`config.mk`:
```
export PLATFORM = sky130hd
export DESIGN_NAME = pkt_unpacker_flat
export DESIGN_NICKNAME = d
export VERILOG_FILES = /design/src/rtl/pkt_pkg.sv /design/src/rtl/pkt_unpacker_if.sv /design/src/rtl/pkt_unpacker.sv /design/src/flat_wrapper.sv
export SDC_FILE = /design/constraint.sdc
export NUM_CORES = 1
export LEC_CHECK = 0
export CAP_MARGIN = 5
export CORE_UTILIZATION = 50
export DETAILED_ROUTE_END_ITERATION = 7
export PLACE_DENSITY = 0.8
export SYNTH_ARGS = -nofsm -noshare
export SYNTH_HDL_FRONTEND = slang
export SYNTH_SLANG_ARGS = --single-unit
```
`constraint.sdc`:
```
create_clock -name clk -period 7.8 [get_ports clk]
set_clock_uncertainty 0.2 [all_clocks]
set_input_delay 1.56 -clock clk [delete_from_list [all_inputs] [get_ports clk]]
set_output_delay 1.56 -clock clk [all_outputs]
set_load 0.02 [all_outputs]
```
`src/rtl/pkt_pkg.sv`:
```
// Shared packet definitions: type encoding, per-type word counts and the
// per-type field layout used by the unpacker (and by the reward packer).
package pkt_pkg;

    localparam int RX_TIMEOUT_DEFAULT = 16;

    typedef enum logic [2:0] {
        PT_HB      = 3'd0,
        PT_CHE     = 3'd1,
        PT_INV     = 3'd2,
        PT_MR      = 3'd3,
        PT_CHT     = 3'd4,
        PT_DATA    = 3'd5,
        PT_SOS     = 3'd6,
        PT_INVALID = 3'd7
    } pkt_type_e;

    typedef enum logic [3:0] {
        FS_NONE         = 4'd0,
        FS_SOURCE_ID    = 4'd1,
        FS_SOURCE_HOPS  = 4'd2,
        FS_QVALUE       = 4'd3,
        FS_ENERGY_LEFT  = 4'd4,
        FS_HOPS_FROM_CH = 4'd5,
        FS_CHOSEN_CH    = 4'd6,
        FS_DEST_ID      = 4'd7,
        FS_TIMESLOT     = 4'd8,
        FS_PAYLOAD      = 4'd9
    } field_sel_e;

    // Total words in a frame, header included.
    function automatic logic [3:0] pkt_words(input pkt_type_e t);
        logic [3:0] n;
        case (t)
            PT_HB, PT_CHE:   n = 4'd3;
            PT_INV:          n = 4'd4;
            PT_MR:           n = 4'd7;
            PT_CHT:          n = 4'd5;
            PT_DATA, PT_SOS: n = 4'd9;
            default:         n = 4'd1;
        endcase
        return n;
    endfunction

    // Field carried by word 'idx' (1 = first word after the header).
    function automatic field_sel_e field_at(input pkt_type_e t, input logic [3:0] idx);
        field_sel_e f;
        f = FS_NONE;
        case (t)
            PT_HB: begin
                case (idx)
                    4'd1:    f = FS_SOURCE_ID;
                    4'd2:    f = FS_SOURCE_HOPS;
                    default: f = FS_NONE;
                endcase
            end
            PT_CHE: begin
                case (idx)
                    4'd1:    f = FS_SOURCE_ID;
                    4'd2:    f = FS_DEST_ID;
                    default: f = FS_NONE;
                endcase
            end
            PT_INV: begin
                case (idx)
                    4'd1:    f = FS_SOURCE_ID;
                    4'd2:    f = FS_QVALUE;
                    4'd3:    f = FS_HOPS_FROM_CH;
                    default: f = FS_NONE;
                endcase
            end
            PT_MR: begin
                case (idx)
                    4'd1:    f = FS_SOURCE_ID;
                    4'd2:    f = FS_SOURCE_HOPS;
                    4'd3:    f = FS_QVALUE;
                    4'd4:    f = FS_ENERGY_LEFT;
                    4'd5:    f = FS_DEST_ID;
                    4'd6:    f = FS_HOPS_FROM_CH;
                    default: f = FS_NONE;
                endcase
            end
            PT_CHT: begin
                case (idx)
                    4'd1:    f = FS_SOURCE_ID;
                    4'd2:    f = FS_QVALUE;
                    4'd3:    f = FS_DEST_ID;
                    4'd4:    f = FS_TIMESLOT;
                    default: f = FS_NONE;
                endcase
            end
            PT_DATA, PT_SOS: begin
                case (idx)
                    4'd1:    f = FS_SOURCE_ID;
                    4'd2:    f = FS_SOURCE_HOPS;
                    4'd3:    f = FS_QVALUE;
                    4'd4:    f = FS_ENERGY_LEFT;
                    4'd5:    f = FS_HOPS_FROM_CH;
                    4'd6:    f = FS_CHOSEN_CH;
                    4'd7:    f = FS_DEST_ID;
                    4'd8:    f = FS_PAYLOAD;
                    default: f = FS_NONE;
                endcase
            end
            default: f = FS_NONE;
        endcase
        return f;
    endfunction

endpackage

```
`src/rtl/pkt_unpacker_if.sv`:
```
// Bus between the radio word stream / packet consumer and the unpacker.
// Handshakes: a word moves on a rising edge with rx_valid && rx_ready; a
// presented packet (pkt_valid) is released on the edge where pkt_ack is high.
interface pkt_unpacker_if #(
    parameter int WORD_WIDTH = 16
);
    logic                  rx_valid;
    logic                  rx_sof;
    logic [WORD_WIDTH-1:0] rx_data;
    logic                  rx_ready;

    logic                  pkt_ack;
    logic                  pkt_valid;
    logic                  pkt_err;

    logic [2:0]            fPacketType;
    logic [WORD_WIDTH-1:0] fSourceID;
    logic [WORD_WIDTH-1:0] fSourceHops;
    logic [WORD_WIDTH-1:0] fQValue;
    logic [WORD_WIDTH-1:0] fEnergyLeft;
    logic [WORD_WIDTH-1:0] fHopsFromCH;
    logic [WORD_WIDTH-1:0] fChosenCH;
    logic [WORD_WIDTH-1:0] fDestinationID;
    logic [WORD_WIDTH-1:0] fTimeslot;
    logic [WORD_WIDTH-1:0] fPayload;
    logic                  iAmDestination;

    // FSM state for observation only
    logic [1:0]            fsm_state;

    modport master (
        output rx_valid, rx_sof, rx_data, pkt_ack,
        input  rx_ready, pkt_valid, pkt_err,
        input  fPacketType, fSourceID, fSourceHops, fQValue, fEnergyLeft,
        input  fHopsFromCH, fChosenCH, fDestinationID, fTimeslot, fPayload,
        input  iAmDestination, fsm_state
    );

    modport slave (
        input  rx_valid, rx_sof, rx_data, pkt_ack,
        output rx_ready, pkt_valid, pkt_err,
        output fPacketType, fSourceID, fSourceHops, fQValue, fEnergyLeft,
        output fHopsFromCH, fChosenCH, fDestinationID, fTimeslot, fPayload,
        output iAmDestination, fsm_state
    );
endinterface

```
`src/rtl/pkt_unpacker.sv`:
```
// Word-serial packet receiver: validates the header type, scatters the
// following words into per-field registers and holds the packet until acked.
module pkt_unpacker
    import pkt_pkg::*;
#(
    parameter int                    WORD_WIDTH = 16,
    parameter int                    RX_TIMEOUT = RX_TIMEOUT_DEFAULT,
    parameter logic [WORD_WIDTH-1:0] BCAST_ID   = {WORD_WIDTH{1'b1}}
) (
    input  logic                  clk,
    input  logic                  rst,
    input  logic [WORD_WIDTH-1:0] myNodeID,
    pkt_unpacker_if.slave         bus
);

    localparam logic [1:0] s_idle   = 2'd0;
    localparam logic [1:0] s_fields = 2'd1;
    localparam logic [1:0] s_hold   = 2'd2;

    localparam logic [WORD_WIDTH-1:0] TIMER_LOAD = WORD_WIDTH'(RX_TIMEOUT);

    logic [1:0]            state;
    logic [3:0]            word_idx;
    logic [WORD_WIDTH-1:0] timer;
    pkt_type_e             ptype;
    logic                  err_q;

    logic [WORD_WIDTH-1:0] src_id, src_hops, q_value, energy_left;
    logic [WORD_WIDTH-1:0] hops_from_ch, chosen_ch, dest_id, timeslot, payload;
    logic                  i_am_dest;

    logic                  rx_ready;
    logic                  accept;
    logic                  is_hdr;
    logic                  hdr_valid;
    logic                  new_frame;
    logic                  last_word;
    pkt_type_e             hdr_type;
    field_sel_e            wr_sel;

    always_comb begin
        rx_ready  = (state != s_hold);
        accept    = bus.rx_valid && rx_ready;
        hdr_type  = pkt_type_e'(bus.rx_data[2:0]);
        is_hdr    = accept && bus.rx_sof;
        hdr_valid = (hdr_type != PT_INVALID);
        new_frame = is_hdr && hdr_valid;
        last_word = (word_idx == (pkt_words(ptype) - 4'd1));
        wr_sel    = FS_NONE;
        if ((state == s_fields) && accept && !bus.rx_sof) begin
            wr_sel = field_at(ptype, word_idx);
        end
    end

    // Control path: state, word index, inter-word timer and error pulse.
    always_ff @(posedge clk or posedge rst) begin
        if (rst) begin
            state    <= s_idle;
            word_idx <= 4'd0;
            timer    <= '0;
            ptype    <= PT_INVALID;
            err_q    <= 1'b0;
        end else begin
            err_q <= 1'b0;
            case (state)
                s_idle: begin
                    if (new_frame) begin
                        ptype    <= hdr_type;
                        word_idx <= 4'd1;
                        timer    <= TIMER_LOAD;
                        state    <= s_fields;
                    end else if (is_hdr) begin
                        err_q <= 1'b1;
                    end
                end
                s_fields: begin
                    if (is_hdr) begin
                        // A header mid-frame always aborts; it may also start a new frame.
                        err_q <= 1'b1;
                        if (hdr_valid) begin
                            ptype    <= hdr_type;
                            word_idx <= 4'd1;
                            timer    <= TIMER_LOAD;
                        end else begin
                            state <= s_idle;
                        end
                    end else if (accept) begin
                        timer <= TIMER_LOAD;
                        if (last_word) begin
                            state <= s_hold;
                        end else begin
                            word_idx <= word_idx + 4'd1;
                        end
                    end else if (timer <= {{(WORD_WIDTH-1){1'b0}}, 1'b1}) begin
                        timer <= '0;
                        err_q <= 1'b1;
                        state <= s_idle;
                    end else begin
                        timer <= timer - {{(WORD_WIDTH-1){1'b0}}, 1'b1};
                    end
                end
                s_hold: begin
                    if (bus.pkt_ack) begin
                        state <= s_idle;
                    end
                end
                default: state <= s_idle;
            endcase
        end
    end

    // Field register bank: cleared on every accepted valid header.
    always_ff @(posedge clk or posedge rst) begin
        if (rst) begin
            src_id       <= '0;
            src_hops     <= '0;
            q_value      <= '0;
            energy_left  <= '0;
            hops_from_ch <= '0;
            chosen_ch    <= '0;
            dest_id      <= '0;
            timeslot     <= '0;
            payload      <= '0;
            i_am_dest    <= 1'b0;
        end else if (new_frame) begin
            src_id       <= '0;
            src_hops     <= '0;
            q_value      <= '0;
            energy_left  <= '0;
            hops_from_ch <= '0;
            chosen_ch    <= '0;
            dest_id      <= '0;
            timeslot     <= '0;
            payload      <= '0;
            i_am_dest    <= 1'b0;
        end else begin
            case (wr_sel)
                FS_SOURCE_ID:    src_id       <= bus.rx_data;
                FS_SOURCE_HOPS:  src_hops     <= bus.rx_data;
                FS_QVALUE:       q_value      <= bus.rx_data;
                FS_ENERGY_LEFT:  energy_left  <= bus.rx_data;
                FS_HOPS_FROM_CH: hops_from_ch <= bus.rx_data;
                FS_CHOSEN_CH:    chosen_ch    <= bus.rx_data;
                FS_DEST_ID: begin
                    dest_id   <= bus.rx_data;
                    i_am_dest <= (bus.rx_data == myNodeID) || (bus.rx_data == BCAST_ID);
                end
                FS_TIMESLOT:     timeslot     <= bus.rx_data;
                FS_PAYLOAD:      payload      <= bus.rx_data;
                default: ;
            endcase
        end
    end

    assign bus.rx_ready       = rx_ready;
    assign bus.pkt_valid      = (state == s_hold);
    assign bus.pkt_err        = err_q;
    assign bus.fPacketType    = ptype;
    assign bus.fSourceID      = src_id;
    assign bus.fSourceHops    = src_hops;
    assign bus.fQValue        = q_value;
    assign bus.fEnergyLeft    = energy_left;
    assign bus.fHopsFromCH    = hops_from_ch;
    assign bus.fChosenCH      = chosen_ch;
    assign bus.fDestinationID = dest_id;
    assign bus.fTimeslot      = timeslot;
    assign bus.fPayload       = payload;
    assign bus.iAmDestination = i_am_dest;
    assign bus.fsm_state      = state;

endmodule

```
`src/flat_wrapper.sv`:
```
// flat-port wrapper written by rule: the top's interface ports become plain ports
module pkt_unpacker_flat import pkt_pkg::*;
#(
    parameter int                    WORD_WIDTH = 16,
    parameter int                    RX_TIMEOUT = RX_TIMEOUT_DEFAULT,
    parameter logic [WORD_WIDTH-1:0] BCAST_ID   = {WORD_WIDTH{1'b1}}
)
  (clk, rst, myNodeID, bus_rx_valid, bus_rx_sof, bus_rx_data, bus_pkt_ack, bus_rx_ready, bus_pkt_valid, bus_pkt_err, bus_fPacketType, bus_fSourceID, bus_fSourceHops, bus_fQValue, bus_fEnergyLeft, bus_fHopsFromCH, bus_fChosenCH, bus_fDestinationID, bus_fTimeslot, bus_fPayload, bus_iAmDestination, bus_fsm_state);
  pkt_unpacker_if #(.WORD_WIDTH(WORD_WIDTH)) bus_i ();
  input  logic clk;
  input  logic rst;
  input  logic [WORD_WIDTH-1:0] myNodeID;
  input wire logic [$bits(bus_i.rx_valid)-1:0] bus_rx_valid;
  input wire logic [$bits(bus_i.rx_sof)-1:0] bus_rx_sof;
  input wire logic [$bits(bus_i.rx_data)-1:0] bus_rx_data;
  input wire logic [$bits(bus_i.pkt_ack)-1:0] bus_pkt_ack;
  output wire logic [$bits(bus_i.rx_ready)-1:0] bus_rx_ready;
  output wire logic [$bits(bus_i.pkt_valid)-1:0] bus_pkt_valid;
  output wire logic [$bits(bus_i.pkt_err)-1:0] bus_pkt_err;
  output wire logic [$bits(bus_i.fPacketType)-1:0] bus_fPacketType;
  output wire logic [$bits(bus_i.fSourceID)-1:0] bus_fSourceID;
  output wire logic [$bits(bus_i.fSourceHops)-1:0] bus_fSourceHops;
  output wire logic [$bits(bus_i.fQValue)-1:0] bus_fQValue;
  output wire logic [$bits(bus_i.fEnergyLeft)-1:0] bus_fEnergyLeft;
  output wire logic [$bits(bus_i.fHopsFromCH)-1:0] bus_fHopsFromCH;
  output wire logic [$bits(bus_i.fChosenCH)-1:0] bus_fChosenCH;
  output wire logic [$bits(bus_i.fDestinationID)-1:0] bus_fDestinationID;
  output wire logic [$bits(bus_i.fTimeslot)-1:0] bus_fTimeslot;
  output wire logic [$bits(bus_i.fPayload)-1:0] bus_fPayload;
  output wire logic [$bits(bus_i.iAmDestination)-1:0] bus_iAmDestination;
  output wire logic [$bits(bus_i.fsm_state)-1:0] bus_fsm_state;
  assign bus_i.rx_valid = bus_rx_valid;
  assign bus_i.rx_sof = bus_rx_sof;
  assign bus_i.rx_data = bus_rx_data;
  assign bus_i.pkt_ack = bus_pkt_ack;
  assign bus_rx_ready = bus_i.rx_ready;
  assign bus_pkt_valid = bus_i.pkt_valid;
  assign bus_pkt_err = bus_i.pkt_err;
  assign bus_fPacketType = bus_i.fPacketType;
  assign bus_fSourceID = bus_i.fSourceID;
  assign bus_fSourceHops = bus_i.fSourceHops;
  assign bus_fQValue = bus_i.fQValue;
  assign bus_fEnergyLeft = bus_i.fEnergyLeft;
  assign bus_fHopsFromCH = bus_i.fHopsFromCH;
  assign bus_fChosenCH = bus_i.fChosenCH;
  assign bus_fDestinationID = bus_i.fDestinationID;
  assign bus_fTimeslot = bus_i.fTimeslot;
  assign bus_fPayload = bus_i.fPayload;
  assign bus_iAmDestination = bus_i.iAmDestination;
  assign bus_fsm_state = bus_i.fsm_state;
  pkt_unpacker #(.WORD_WIDTH(WORD_WIDTH), .RX_TIMEOUT(RX_TIMEOUT), .BCAST_ID(BCAST_ID)) u_core (.clk(clk), .rst(rst), .myNodeID(myNodeID), .bus(bus_i));
endmodule
```
==> out/qor.yml, run 1 <==
timing:
  rsz0062_at_grt: "no"
  hold_violations: 0
  worst_slack_ps: 3340
  fin_crit_sh_pct: 57.18
  drv_slew: 0
  finalCriticalPeriod_ps: 4460
  slew_headroom_pct: 19.90
  tightest_slew_ps: 1192
  finalSetupViolations: 0
  clock.fmax_mhz: 224.2
  setup_tns_ps: 0
critical_path:
  ff2ff_setup_slack_ps: 4340
  cp_top_family: "buffers and inverters"
  cpMaxStageDelayCell: "buf_4"
  critical_path_class: "in -> reg"
  required_ps: 7930
  startpoint_type: "input pin"
  worstPathMaxFanout: 101
  crit_chain: "clkdlybuf4s50_1 -> and3_1 -> or3_4 -> buf_4 -> nand2_1 -> mux2i_1"
  path_buf_inv: 2
  cp.arrival_ps: 4590
  crit_path_max_incr_delay_ps: 820
  cp-end-kind: "flop"
clock_network:
  cts_hold_buffers: 0
  clk_latency_ps: 430
  clock-sinks: 171
  post_cts.repair.setup_buffers: 0
  cts.htree.levels: 4
  clockBufferDepth: 2
  cts.reportedPaths.clkPinSlew_ps: 60
  cts_resized: 0
  cts_made_buffers: 17
  clockRootBuffer: "clkbuf_16"
  cts_tree: "built"
logic_synthesis:
  synth-simple-area-share_pct: 16.76
  ys.warnings.count: 0
  synth_fa_ha_area_share_pct: 1.081
  synth_flop_cell: "dfrtp_1"
  synth_top_family_by_area: "simple AND/OR/NAND/NOR gates"
  synth-xor-area-share_pct: 3.228
  synth_edf_count: 0
  syn_area_per_cell_um2: 10.92
  yosysTopAreaCellShare_pct: 51.90
  syn_inst: 742
  syn_area_mm2: 0.008100
  yosysSeqAreaShare_pct: 52.87
  synth_nets: 786
  synth_compound_area_share_pct: 5.916
  synth.area.mux_share_pct: 16.36
  synth-seq-cells: 171
  async_flop_share_pct: 100.0
  synth_top_area_cell: "dfrtp_1"
  synthTopCellsByArea: "dfrtp_1 (52%), mux2i_1 (16%), nand2_1 (6.8%)"
  ys_types: 66
routing:
  drc_errors: 0
  routed_wirelength_um: 21390
  drt-pass1-iter-count: 5
  ant_nets: 0
  drtIter0Drc: 422
  vias: 6287
  wl_per_cell_um: 18.78
  via_per_inst: 5.520
outcome:
  status: "completed"
floorplan:
  dieArea_mm2: 0.01671
  start_util_pct: 51.18
  rows: 46
  die_w_um: 129.3
  core_area_mm2: 0.01583
  pin_count: 190
  die_h_um: 129.3
global_routing:
  grt_pass1_wl_um: 33530
  antenna_found_initial: 0
  grt_max_degree: 102
  grt_usage_pct: 26.92
  gr-total-overflow: 0
  grt_pass1_vias: 6084
pwr:
  p_total_uw: 2875
  ir_drop_mv: 0.1893
  p_leak_uw: 0.005234
  power_density_mw_per_mm2: 270.9
final_layout:
  multi_input_area_mm2: 0.003522
  regArea_mm2: 0.004283
  layout.nets: 956
  area_delta_synth_final_pct: 31.03
  fill_cells: 1212
  final_common_cell: "clkdlybuf4s50_1"
  drive_above_1_share_pct: 6.934
  diodes: 0
  final_cell_mix: "clkdlybuf4s50_1 (189), dfrtp_1 (168), nand2_1 (146)"
placement:
  gp_congestion: 0.8366
  port_buffers: 189
  place_ws_ps: 2967
  hpwl_um: 15030
min_path:
  hp-class: "reg -> reg"
flow_run:
  cap_violations: 0
==> through the flow <==
step	utilization, %	hold slack [ps]	instances	instance area (um2)
after floorplan	-	272.4	742	8100
after global placement	63.48	285.4	1108	10050
after detailed placement	63.48	289.1	1108	10050
after CTS	66.99	303.2	1138	10600
after global routing	67.06	345.6	1139	10610
final	67.06	298.3	1139	10610
==> cells in the mapped netlist, types with 3 or more instances <==
cell      instances
mux2i_1         129
xor2_1            5
nand4_1           8
buf_4             4
o21ai_0          29
a21o_1            3
nor2b_1           4
dfrtp_1         168
ha_1              7
nand2b_1          3
nor3_1            8
nand3_1          27
clkbuf_1         21
or3_1             6
mux2_2            3
dfstp_2           3
xnor2_1          23
or4_1             4
nor4_1            4
nor2_1           42
buf_2             7
a21oi_1          12
nand2_1         146
inv_1            12
o211ai_1          4
buf_6            10
==> report_power, final <==
part           internal (uW)  switching (uW)  leakage (uW)  total (uW)
clock network            449             358      0.000275         807
logic                    380             536       0.00260         916
registers               1010             147       0.00236        1150
==> flip-flops by register name (all words and copies together), names as in the netlist, 2 cells and up <==
name and flops:
u_core.bus.fChosenCH 16, u_core.bus.fDestinationID 16, u_core.bus.fEnergyLeft 16, u_core.bus.fHopsFromCH 16
u_core.bus.fPacketType 3, u_core.bus.fPayload 16, u_core.bus.fQValue 16, u_core.bus.fSourceHops 16
u_core.bus.fSourceID 16, u_core.bus.fTimeslot 16, u_core.bus.fsm_state 2, u_core.timer 16
u_core.word_idx 4
==> path summary, 6_finish.rpt <==
kind,from,to,cells after the start
worst max-delay path,bus_rx_data[0],u_core.bus.fSourceHops[4],6
worst min-delay path,u_core.bus.fPayload[15],u_core.bus.fPayload[15],2
worst max register to register,u_core.word_idx[0],u_core.bus.fEnergyLeft[10],8
worst min register to register,u_core.bus.fPayload[15],u_core.bus.fPayload[15],2
max in group asynchronous,rst,u_core.timer[1],3
min in group asynchronous,rst,u_core.bus.fChosenCH[12],2
==> area by class of cell <==
class,count,area share [%]
clock buffer,18,4.138
sequential,171,40.35
tap,216,2.546
inverter,12,0.4715
clock inverter,12,1.096
timing repair buffer,194,18.21
multi-input combinational,516,33.18
==> per-layer routing <==
metal | share of wire (%) | vias up | GRT usage, %
li1 | - | 2900 | -
met1 | 45 | 3115 | 37.08
met2 | 46 | 240 | 41.59
met3 | 6.7 | 32 | 6.400
met4 | 2.2 | 0 | 9.896
met5 | 0 | - | 0
==> worst min-delay path, cell delays in order, from the launching register on <==
cell	delay, ps
dfrtp_1	340
nand3_1	60
o21ai_0	60
==> cells by family (layout without fill, tap and decap cells) <==
kind of cell	after synthesis	after routing
xor+xnor	29	29
buf+inv	55	236
simple gates	279	279
flops	171	171
fa+ha+maj	7	7
mux	132	132
compound gates	69	69
Power figures use the tool's default switching activity.
==> inputs of run 2 (changes only) <==
--- a/config.mk
+++ b/config.mk
@@ -6,9 +6,9 @@
 export NUM_CORES = 1
 export LEC_CHECK = 0
 export CAP_MARGIN = 5
-export CORE_UTILIZATION = 50
+export CORE_UTILIZATION = 45
 export DETAILED_ROUTE_END_ITERATION = 7
-export PLACE_DENSITY = 0.8
+export PLACE_DENSITY = 0.76
 export SYNTH_ARGS = -nofsm -noshare
 export SYNTH_HDL_FRONTEND = slang
 export SYNTH_SLANG_ARGS = --single-unit
==> constraint.sdc (replaced) <==
create_clock -name clk -period 4.1 [get_ports clk]
set_clock_uncertainty 0.2 [all_clocks]
set_input_delay 0.82 -clock clk [delete_from_list [all_inputs] [get_ports clk]]
set_output_delay 0.82 -clock clk [all_outputs]
set_load 0.02 [all_outputs]
==> run 2 against run 1 <==
  * Non-clock buffer count rose by 10
  * Hold slack improved by 3.9 ps
  * Clock power rose by 100%
  * Largest cell class unchanged
  * Final area rose by 1.2%
  * Wire length rose by 0.72%
==> out/qor.yml, run 2 (synthesized netlist as in run 1, its figures left out) <==
clock_network:
  cts_tree: "built"
  cts.htree.levels: 4
  cts_made_buffers: 17
  clockRootBuffer: "clkbuf_16"
  cts_hold_buffers: 0
  cts.reportedPaths.clkPinSlew_ps: 70
  post_cts.repair.setup_buffers: 0
  cts_resized: 0
  clock-sinks: 171
  clk_latency_ps: 430
  clockBufferDepth: 2
floorplan:
  dieArea_mm2: 0.01854
  start_util_pct: 46.51
  die_h_um: 136.2
  rows: 48
  pin_count: 190
  core_area_mm2: 0.01742
  die_w_um: 136.2
routing:
  ant_nets: 0
  drt-pass1-iter-count: 5
  drtIter0Drc: 344
  drc_errors: 0
  vias: 6209
  via_per_inst: 5.353
  wl_per_cell_um: 18.58
  routed_wirelength_um: 21550
critical_path:
  crit_chain: "clkdlybuf4s50_1 -> and4bb_1 -> nand2_1 -> nor3_1 -> o2111ai_2 -> nand3_1 -> o21ai_0"
  required_ps: 4160
  cp.arrival_ps: 3240
  path_depth: 7
  startpoint_type: "input pin"
  rr_worst_depth: 7
  path_buf_inv: 1
  cp_top_family: "simple AND/OR/NAND/NOR gates"
  worstReg2RegStart: "u_core.word_idx[0]"
  critPathLaunch: "bus_rx_valid"
  ff2ff_setup_slack_ps: 960
  crit_end: "u_core.bus.fPayload[2]"
  reg2reg_to: "u_core.bus.fPayload[2]"
  critical_path_class: "in -> reg"
  worstPathMaxFanout: 32
  cpMaxStageDelayCell: "o2111ai_2"
  crit_path_max_incr_delay_ps: 620
  cp-end-kind: "flop"
global_routing:
  grt_max_degree: 172
  grt_pass1_vias: 6110
  grt_pass1_wl_um: 33820
  grt_usage_pct: 24.35
  antenna_found_initial: 0
  gr-total-overflow: 0
timing:
  slew_headroom_pct: 26.10
  fin_crit_sh_pct: 77.56
  drv_slew: 0
  hold_violations: 0
  worst_slack_ps: 919.8
  rsz0062_at_grt: "no"
  setup_tns_ps: 0
  finalCriticalPeriod_ps: 3180
  finalSetupViolations: 0
  tightest_slew_ps: 1109
  clock.fmax_mhz: 314.5
min_path:
  hp-class: "reg -> reg"
final_layout:
  finalInstanceArea_mm2: 0.01074
  fill_cells: 1456
  drive_above_1_share_pct: 8.021
  final_core_util_pct: 61.68
  stdcell_count: 1160
  final_common_cell: "clkdlybuf4s50_1"
  diodes: 0
  area_delta_synth_final_pct: 32.62
  layout.nets: 966
  final_cell_mix: "clkdlybuf4s50_1 (189), dfrtp_1 (168), nand2_1 (146)"
flow_run:
  cap_violations: 0
pwr:
  ir_drop_mv: 0.3391
  p_leak_uw: 0.005294
  power_density_mw_per_mm2: 517.8
placement:
  gp_congestion: 0.8653
  port_buffers: 189
  place_ws_ps: 502.6
  hpwl_um: 14870
  dp_cells: 1128
  place_area_mm2: 0.01015
outcome:
  status: "completed"
run 2: final cells by class:
cell class | instances | area (um2) | share of cell area [%]
sequential | 171 | 4283 | 39.87
clock inverter | 13 | 147.6 | 1.374
clock buffer | 19 | 442.9 | 4.123
timing repair buffer | 204 | 2017 | 18.77
inverter | 12 | 48.80 | 0.4542
multi-input combinational | 516 | 3522 | 32.79
tap | 225 | 281.5 | 2.621
run 2: worst min-delay path, stage by stage, from the launching register on:
cell	delay, ps
dfrtp_1	340
nand3_1	60
o21ai_0	60
run 2: report_power, final:
part | leakage, uW | internal, uW | switching (uW) | total [uW]
logic | 0.00265 | 737 | 1030 | 1760
clock network | 0.000289 | 880 | 728 | 1610
registers | 0.00236 | 1910 | 280 | 2190
run 2: stage by stage:
step | hold WS [ps] | power, uW
3_5_place_dp | 289.7 | 3979
2_1_floorplan | 272.4 | 3349
6_report | 302.2 | 5563
4_1_cts | 304.8 | 5593
5_1_grt | 323.2 | 5853
3_3_place_gp | 280.2 | 3935
run 2: worst min path at each step:
stage / startpoint / end / depth (start not counted)
floorplan: u_core.timer[1] / u_core.timer[1] / 2
global placement: u_core.bus.fPayload[12] / u_core.bus.fPayload[12] / 2
detailed placement: u_core.bus.fPayload[3] / u_core.bus.fPayload[3] / 2
CTS: u_core.bus.fPayload[11] / u_core.bus.fPayload[11] / 2
global route: u_core.bus.fPayload[11] / u_core.bus.fPayload[11] / 2
finish: u_core.bus.fPayload[5] / u_core.bus.fPayload[5] / 2
run 2: layer usage:
layer | global-route usage (%) | up-vias | share of wire [%]
li1 | - | 2918 | -
met2 | 38.04 | 216 | 46
met5 | 0 | - | 0
met3 | 6.115 | 32 | 5.9
met4 | 8.272 | 0 | 2.4
met1 | 32.91 | 3043 | 46
==> inputs of run 3 (changes only) <==
==> constraint.sdc (replaced) <==
create_clock -name clk -period 2.6 [get_ports clk]
set_clock_uncertainty 0.2 [all_clocks]
set_input_delay 0.52 -clock clk [delete_from_list [all_inputs] [get_ports clk]]
set_output_delay 0.52 -clock clk [all_outputs]
set_load 0.02 [all_outputs]
==> run 3 against run 2 <==
  * The flow now finishes with violations (setup timing)
  * Register-to-register slack worse by 1000 ps
  * Critical path type is now reg -> reg
  * Utilization grew 8.0 points
  * Total power grew 84%
  * Wire length grew 7.2%
  * Clock-buffer cell count shrank 1
  * Final area rose by 13%
  * Hold slack got worse by 1.6 ps
  * Flip-flop and latch count unchanged
==> out/qor.yml, run 3 (synthesized netlist as in run 1, its figures left out) <==
placement:
  port_buffers: 189
  hpwl_um: 15780
  gp_congestion: 0.8799
  place_area_mm2: 0.01118
  place_ws_ps: -304.2
critical_path:
  cp.arrival_ps: 2790
  crit_end: "u_core.bus.fChosenCH[9]"
  reg2reg_to: "u_core.bus.fChosenCH[9]"
  critical_path_class: "reg -> reg"
  ff2ff_setup_slack_ps: -70
  cp-end-kind: "flop"
  startpoint_type: "flop"
  rr_worst_depth: 10
  cpMaxStageDelayCell: "dfstp_2"
  required_ps: 2720
  critPathLaunch: "u_core.bus.fPacketType[0]"
  crit_chain: "buf_12 -> nand4b_4 -> or3b_4 -> and4_4 -> buf_6 -> a211oi_4 -> buf_4 -> nand2_4 -> buf_12 -> mux2i_2"
  crit_path_max_incr_delay_ps: 560
  crit_top_cell: "buf_12"
  worstReg2RegStart: "u_core.bus.fPacketType[0]"
  worstPathMaxFanout: 16
floorplan:
  die_w_um: 136.2
  pin_count: 190
  rows: 48
  start_util_pct: 46.51
  dieArea_mm2: 0.01854
  die_h_um: 136.2
  core_area_mm2: 0.01742
global_routing:
  antenna_found_initial: 0
  grt_pass1_wl_um: 35980
  gr-total-overflow: 0
  grt_usage_pct: 25.51
  grt_pass1_vias: 6790
  grt_max_degree: 102
min_path:
  hp-class: "reg -> reg"
clock_network:
  cts_made_buffers: 17
  cts.htree.levels: 4
  clk_latency_ps: 430
  clock-sinks: 171
  cts.reportedPaths.clkPinSlew_ps: 70
  clockRootBuffer: "clkbuf_16"
  clockBufferDepth: 2
  cts_tree: "built"
routing:
  wl_per_cell_um: 18.41
  via_per_inst: 5.343
  ant_nets: 0
  drc_errors: 0
  drt-pass1-iter-count: 5
  vias: 6705
  drtIter0Drc: 369
  routed_wirelength_um: 23110
timing:
  worst_slack_ps: -72.19
  tightest_slew_ps: 751.2
  finalSetupViolations: 38
  rsz0062_at_grt: "yes"
  slew_headroom_pct: 49.49
  fin_crit_sh_pct: 102.8
  finalCriticalPeriod_ps: 2672
  drv_slew: 0
  clock.fmax_mhz: 374.2
  setup_tns_ps: -1585
  hold_violations: 0
pwr:
  p_leak_uw: 0.005991
  power_density_mw_per_mm2: 841.5
  ir_drop_mv: 0.8315
outcome:
  status: "finished with violations"
  violations: "setup timing"
final_layout:
  final_cell_mix: "clkdlybuf4s50_1 (186), dfrtp_1 (167), nand2_1 (144)"
  finalInstanceArea_mm2: 0.01214
  final_core_util_pct: 69.68
  layout.nets: 1061
  area_delta_synth_final_pct: 49.81
  diodes: 0
  drive_above_1_share_pct: 19.81
  final_common_cell: "clkdlybuf4s50_1"
flow_run:
  cap_violations: 0
[run 3: cell count changes in the layout (fill, tap and decap cells not counted), sizes merged]
| cell | change |
|---|---|
| buf | +95 |
| bufinv | +2 |
| clkbuf | +1 |
| clkdlybuf4s50 | -3 |
| clkinv | -1 |
| dlymetal6s2s | +1 |
[run 3: worst min-delay path by stage]
stage,from,endpoint,slack (ps),depth (start not counted)
3_5_place_dp,u_core.bus.fPayload[8],u_core.bus.fPayload[8],290,2
6_report,u_core.bus.fPayload[13],u_core.bus.fPayload[13],300,2
2_1_floorplan,u_core.timer[1],u_core.timer[1],270,2
3_3_place_gp,u_core.bus.fPayload[8],u_core.bus.fPayload[8],280,2
4_1_cts,u_core.bus.fPayload[13],u_core.bus.fPayload[13],310,2
5_1_grt,u_core.bus.fPayload[15],u_core.bus.fPayload[15],330,2
[run 3: layer usage]
layer | vias up | share of wire (%) | global-route usage (%)
met4 | 0 | 2.6 | 9.753
met2 | 255 | 47 | 40.13
met5 | - | 0 | 0
met1 | 3307 | 45 | 34.77
met3 | 36 | 5.8 | 4.959
li1 | 3107 | - | -
[run 3: worst max-delay path: cells and delay by family (launching register included)]
family                 cells  cell delay, ps
AO/OA/AOI/OAI              1             260
buffers and inverters      4             600
flip-flops                 1             560
multiplexers               1             160
AND/OR/NAND/NOR            4             760
[run 3: final cells by class]
type                            instances  area, um2
Multi-Input combinational cell        516       3722
Inverter                               12      48.80
Sequential cell                       171       4284
Tap cell                              225      281.5
Fill cell                            1284       5281
Clock inverter                         14      200.2
Clock buffer                           18      429.2
Timing Repair Buffer                  299       3169
[run 3: through the flow]
stage	hold slack [ps]	power, uW	instances
6_report	300.5	10210	1255
5_1_grt	329.9	10680	1255
4_1_cts	306.0	9990	1247
3_5_place_dp	290.4	7071	1208
3_3_place_gp	281.8	6997	1208
2_1_floorplan	272.4	5347	742
[run 3: timing repair]
action / 4_1_cts / 5_1_grt
cloned: 1 / 2
resized for setup: 18 / 24
pin swaps: 3 / 18
buffers inserted: 6 / 8
hold buffers: 0 / 0
setup endpoints to repair: 84 / 139
[run 3: power breakdown]
group	internal, uW	total (uW)	switching (uW)	leakage [uW]
combinational	2010	4140	2140	0.00333
sequential	3010	3360	350	0.00235
clock	1560	2710	1150	0.000305
